[src/rtl/cos_range_reduce.sv]
// Argument conditioning for the cos(x) Taylor unit: reduces an unsigned Q.8 angle
// modulo 2*pi, one subtraction per cycle, then folds it into [0, pi/2] with a sign flag.
module cos_range_reduce #(
    parameter int ANG_W   = 16,
    parameter int HALF_PI = 402,
    parameter int PI_C    = 804,
    parameter int TWO_PI  = 1608
) (
    input  logic             clk,
    input  logic             rst,
    input  logic             start,
    input  logic [ANG_W-1:0] angle,
    output logic [9:0]       x_out,
    output logic             negate,
    output logic             busy,
    output logic             done
);

    // state    | meaning
    // S_IDLE   | waiting for start; x_out/negate hold the last result
    // S_REDUCE | subtract 2*pi from r while r >= 2*pi
    // S_FOLD   | r in [0, 2*pi): fold into [0, pi/2], register result
    // S_DONE   | one-cycle done pulse
    typedef enum logic [1:0] {
        S_IDLE,
        S_REDUCE,
        S_FOLD,
        S_DONE
    } state_t;

    localparam logic [ANG_W-1:0] K_HALF   = ANG_W'(HALF_PI);
    localparam logic [ANG_W-1:0] K_PI     = ANG_W'(PI_C);
    localparam logic [ANG_W-1:0] K_3HALF  = ANG_W'(PI_C + HALF_PI);
    localparam logic [ANG_W-1:0] K_TWO_PI = ANG_W'(TWO_PI);

    state_t           state_q, state_d;
    logic [ANG_W-1:0] r_q, r_d;
    logic [9:0]       x_q, x_d;
    logic             neg_q, neg_d;

    always_ff @(posedge clk or negedge rst) begin
        if (!rst) begin
            state_q <= S_IDLE;
            r_q     <= '0;
            x_q     <= '0;
            neg_q   <= 1'b0;
        end else begin
            state_q <= state_d;
            r_q     <= r_d;
            x_q     <= x_d;
            neg_q   <= neg_d;
        end
    end

    always_comb begin
        state_d = state_q;
        r_d     = r_q;
        x_d     = x_q;
        neg_d   = neg_q;
        case (state_q)
            S_IDLE: begin
                if (start) begin
                    r_d     = angle;
                    state_d = S_REDUCE;
                end
            end
            S_REDUCE: begin
                if (r_q >= K_TWO_PI) begin
                    r_d = r_q - K_TWO_PI;
                end else begin
                    state_d = S_FOLD;
                end
            end
            S_FOLD: begin
                // r < 2*pi here, so every difference below is non-negative and <= pi/2
                if (r_q <= K_HALF) begin
                    x_d   = 10'(r_q);
                    neg_d = 1'b0;
                end else if (r_q <= K_PI) begin
                    x_d   = 10'(K_PI - r_q);
                    neg_d = 1'b1;
                end else if (r_q < K_3HALF) begin
                    x_d   = 10'(r_q - K_PI);
                    neg_d = 1'b1;
                end else begin
                    x_d   = 10'(K_TWO_PI - r_q);
                    neg_d = 1'b0;
                end
                state_d = S_DONE;
            end
            S_DONE: begin
                state_d = S_IDLE;
            end
            default: begin
                state_d = S_IDLE;
            end
        endcase
    end

    assign x_out  = x_q;
    assign negate = neg_q;
    assign busy   = (state_q != S_IDLE);
    assign done   = (state_q == S_DONE);

endmodule

[config.mk]
export PLATFORM = sky130hd
export DESIGN_NAME = cos_range_reduce
export DESIGN_NICKNAME = d
export VERILOG_FILES = /design/src/rtl/cos_range_reduce.sv
export SDC_FILE = /design/constraint.sdc
export NUM_CORES = 1
export LEC_CHECK = 0
export BUFFER_PORTS_ARGS = -buffer_cell sky130_fd_sc_hd__buf_2
export CAP_MARGIN = 20
export CORE_MARGIN = 4
export CORE_UTILIZATION = 46
export DETAILED_ROUTE_END_ITERATION = 12
export PLACE_DENSITY = 0.63
export SYNTH_ARGS = -nofsm -noshare
export SYNTH_HDL_FRONTEND = slang
export SYNTH_SLANG_ARGS = --single-unit
[constraint.sdc]
create_clock -name clk -period 3.7 [get_ports clk]
set_input_delay 0.74 -clock clk [delete_from_list [all_inputs] [get_ports clk]]
set_output_delay 0.74 -clock clk [all_outputs]
set_load 0.05 [all_outputs]
==> flow_summary.toml <==
[outcome]
outcome = "completed"

[sta]
finalSetupViolations = 0
fin_crit_sh_pct = 76.2
max_slew_margin_pct = 51.1
fin_skew_ns = 0.00433
hold_viol_final = 0
tns_ns = 0
fmax_ghz = 0.355
period_minus_slack_ns = 2.82
drv_slew = 0
rsz0062_at_grt = "false"
tightest_slew_ns = 0.729

[synthesis]
synth-simple-area-share_pct = 17.7
synth_seq_cells = 29
synth_xor_area_share_pct = 1.48
syn_area_mm2 = 0.00236
seq_area_frac_synth_pct = 30.7
synthAdderAreaFrac_pct = 7.41
synth_mux_area_share_pct = 3.07
synth_flop_cell = "dfrtp_1"
synthesis.nets = 326
avgSynthCellArea_um2 = 8.07
ys_types = 59
synth.area.top_cells = "dfrtp_1 31%, ha_1 7.4%, a21oi_1 7.0%"
synth_compound_area_share_pct = 33.6
synthesis.instances = 293
synth_top_family_by_area = "compound AO/OA/AOI/OAI gates"
synth-edff-count = 0
ys_warn_count = 0
async_reset_ff_share_pct = 100
yosysTopAreaCell = "dfrtp_1"
netlist.area_leader.share_pct = 30.7

[worst_setup_path]
arrival_ns = 2.95
slowest_stage = "dfrtp_1"
required_ns = 3.84
worstSetupPathType = "flip-flop to flip-flop"
worstRegToRegCells = 8
cp-endpoint = "x_out[1]$_DFFE_PN0P_"
crit_chain = "inv_1, ha_1, a21bo_2, a311o_1, a31oi_1, a21oi_1, mux2i_1, a21oi_1"
crit_path_frequent_cell = "a21oi_1"
crit_fanout = 16
path_buf_inv = 1
crit_path_start_kind = "flip-flop"
worst-path-stages = 8
end_kind = "flip-flop"
critPathLaunch = "r_q[3]$_DFFE_PN0P_"
ff2ff_setup_slack_ns = 0.88
reg2reg_from = "r_q[3]$_DFFE_PN0P_"
path_delay_family = "compound AO/OA/AOI/OAI gates"
reg2reg_to = "x_out[1]$_DFFE_PN0P_"
critPathMaxStageDelay_ns = 0.62

[placed_design]
place_inst = 376
gp_congestion = 0.915
dp_hpwl_mm = 4.24
dpl_cell_area_mm2 = 0.00254
io_buffers = 31

[pwr]
power.share.sequential_pct = 28.1
leakagePower_nw = 1.13
p_clk_share_pct = 11.2
p_int_mw = 1.23
ir_drop_v = 0.000588
combPwrFrac_pct = 60.8
sw_frac_of_total_pct = 52.7
powerDensity_mw_per_mm2 = 985
p_sw_mw = 1.37

[clock_tree]
cts_tree = "yes"
cts.sinks = 29
clock_latency_ns = 0.28
cts_buffers = 5
post_cts_resized = 0
cts_root_buf = "clkbuf_8"
clockBufferDepth = 2
path_clk_slew_ns = 0.06
cts_setup_buffers = 0
holdBufCountCts = 0
h-tree-depth = 2

[die]
pin_count = 32
placeableCoreArea_mm2 = 0.00485
die_h_um = 79.7
fp.dieW_um = 79.7
placement_rows = 25
start_util_pct = 48.7
dieArea_mm2 = 0.00635

[global_routing]
gr-usage-all-layers_pct = 19.7
antenna_found_initial = 0
grt_pass1_wl_mm = 10.0
grt_overflow = 0
grt_start_max_net_pins = 30
grt_pass1_vias = 2103

[finish]
drive_gt1_share_pct = 18.9
layout_commonest_cell = "a21oi_1"
register_area_um2 = 726
multi_input_area_mm2 = 0.00150
nFillCells = 466
finalNonFillerCells = 384
final_area_mm2 = 0.00264
layout_common_cells = "33 x a21oi_1, 31 x buf_2, 29 x dfrtp_1, 27 x nor2_1, 25 x o21ai_0"
diodes = 0
final_nets = 349
layout-area-overhead-vs-synth_pct = 11.8

[detailed_routing]
vias_per_cell = 5.89
drc = 0
wl_per_cell_um = 15.3
vias = 2261
totalWireLength_mm = 5.87
drtPass1Iterations = 4
ant_nets = 0
drt_iter0_markers = 219

[flow_run]
cap_violations = 0

[worst_hold_path]
hold_class = "flip-flop to flip-flop"
hp-start = "negate$_DFFE_PN0P_"
[layout make-up]
type | count | share of cell area [%]
Multi-Input combinational cell | 230 | 56.7
Clock buffer | 7 | 3.65
Timing Repair Buffer | 33 | 6.44
Clock inverter | 1 | 0.189
Tap cell | 67 | 3.17
Sequential cell | 29 | 27.5
Inverter | 17 | 2.42
[worst min path at each step]
stage | endpoint | depth (start not counted) | slack (ns)
3_3_place_gp | negate$_DFFE_PN0P_ | 1 | 0.46
6_report | negate$_DFFE_PN0P_ | 1 | 0.48
2_1_floorplan | negate$_DFFE_PN0P_ | 0 | 0.44
4_1_cts | negate$_DFFE_PN0P_ | 1 | 0.48
5_1_grt | negate$_DFFE_PN0P_ | 1 | 0.51
3_5_place_dp | negate$_DFFE_PN0P_ | 1 | 0.47
[cell usage after synthesis (2+ instances only)]
master and instances:
a211oi_1 2, nand4_1 2, a2111oi_0 3, a22o_1 5, nand2_1 24, mux2i_1 5, o22ai_1 6, mux2_2 2
nand2b_1 4, nor2_1 27, buf_2 5, o21ai_0 25, a31oi_2 2, ha_1 14, o221ai_1 3, o21a_1 3
o32ai_1 2, or2_2 4, nor3_1 7, xnor2_1 3, dfrtp_1 29, a21oi_1 33, nor2b_1 2, a21o_1 2
o211ai_1 3, clkbuf_1 11, nand3_1 5, a21bo_2 3, and2_1 3, a31oi_1 5, inv_1 17, a21boi_0 2
o2bb2ai_1 3, o2111ai_1 2
[power by group through the flow]
stage / logic (mW) / clock network, mW / registers [mW]
detailed placement: 1.58 / 0 / 0.730
global route: 1.77 / 0.314 / 0.764
floorplan: 1.19 / 0 / 0.779
finish: 1.58 / 0.291 / 0.730
global placement: 1.57 / 0 / 0.728
CTS: 1.58 / 0.302 / 0.725
[kinds of logic after synthesis]
kind of cell,after synthesis
adders and majority gates,14
DFF,29
and+or+nand+nor,86
AOI/OAI and AO/OA,119
buffers and inverters,34
muxes,7
xor gates and xnor gates,4
[routing by layer]
| metal | vias up | wire length (um) | global-route usage [%] |
|---|---|---|---|
| li1 | 1114 | - | - |
| met1 | 1070 | 2770 | 26.8 |
| met2 | 67 | 2680 | 30.9 |
| met3 | 10 | 315 | 3.84 |
| met4 | 0 | 105 | 7.22 |
| met5 | - | 0 | 0 |
[through the flow]
step                util [%]  hold WS (ns)  worst slack [ns]  power [mW]
floorplan                  -         0.444              1.29        1.97
global placement        52.4         0.458              1.02        2.30
detailed placement      52.4         0.466             0.908        2.31
CTS                     54.5         0.480             0.869        2.61
global route            54.5         0.514             0.512        2.84
finish                  54.5         0.476             0.882        2.60
[state kept, by name, summed over array words and instances, names as in the netlist]
register  flops
x_out        10
r_q          16
negate        1
state_q       2
Power figures use the tool's default switching activity.
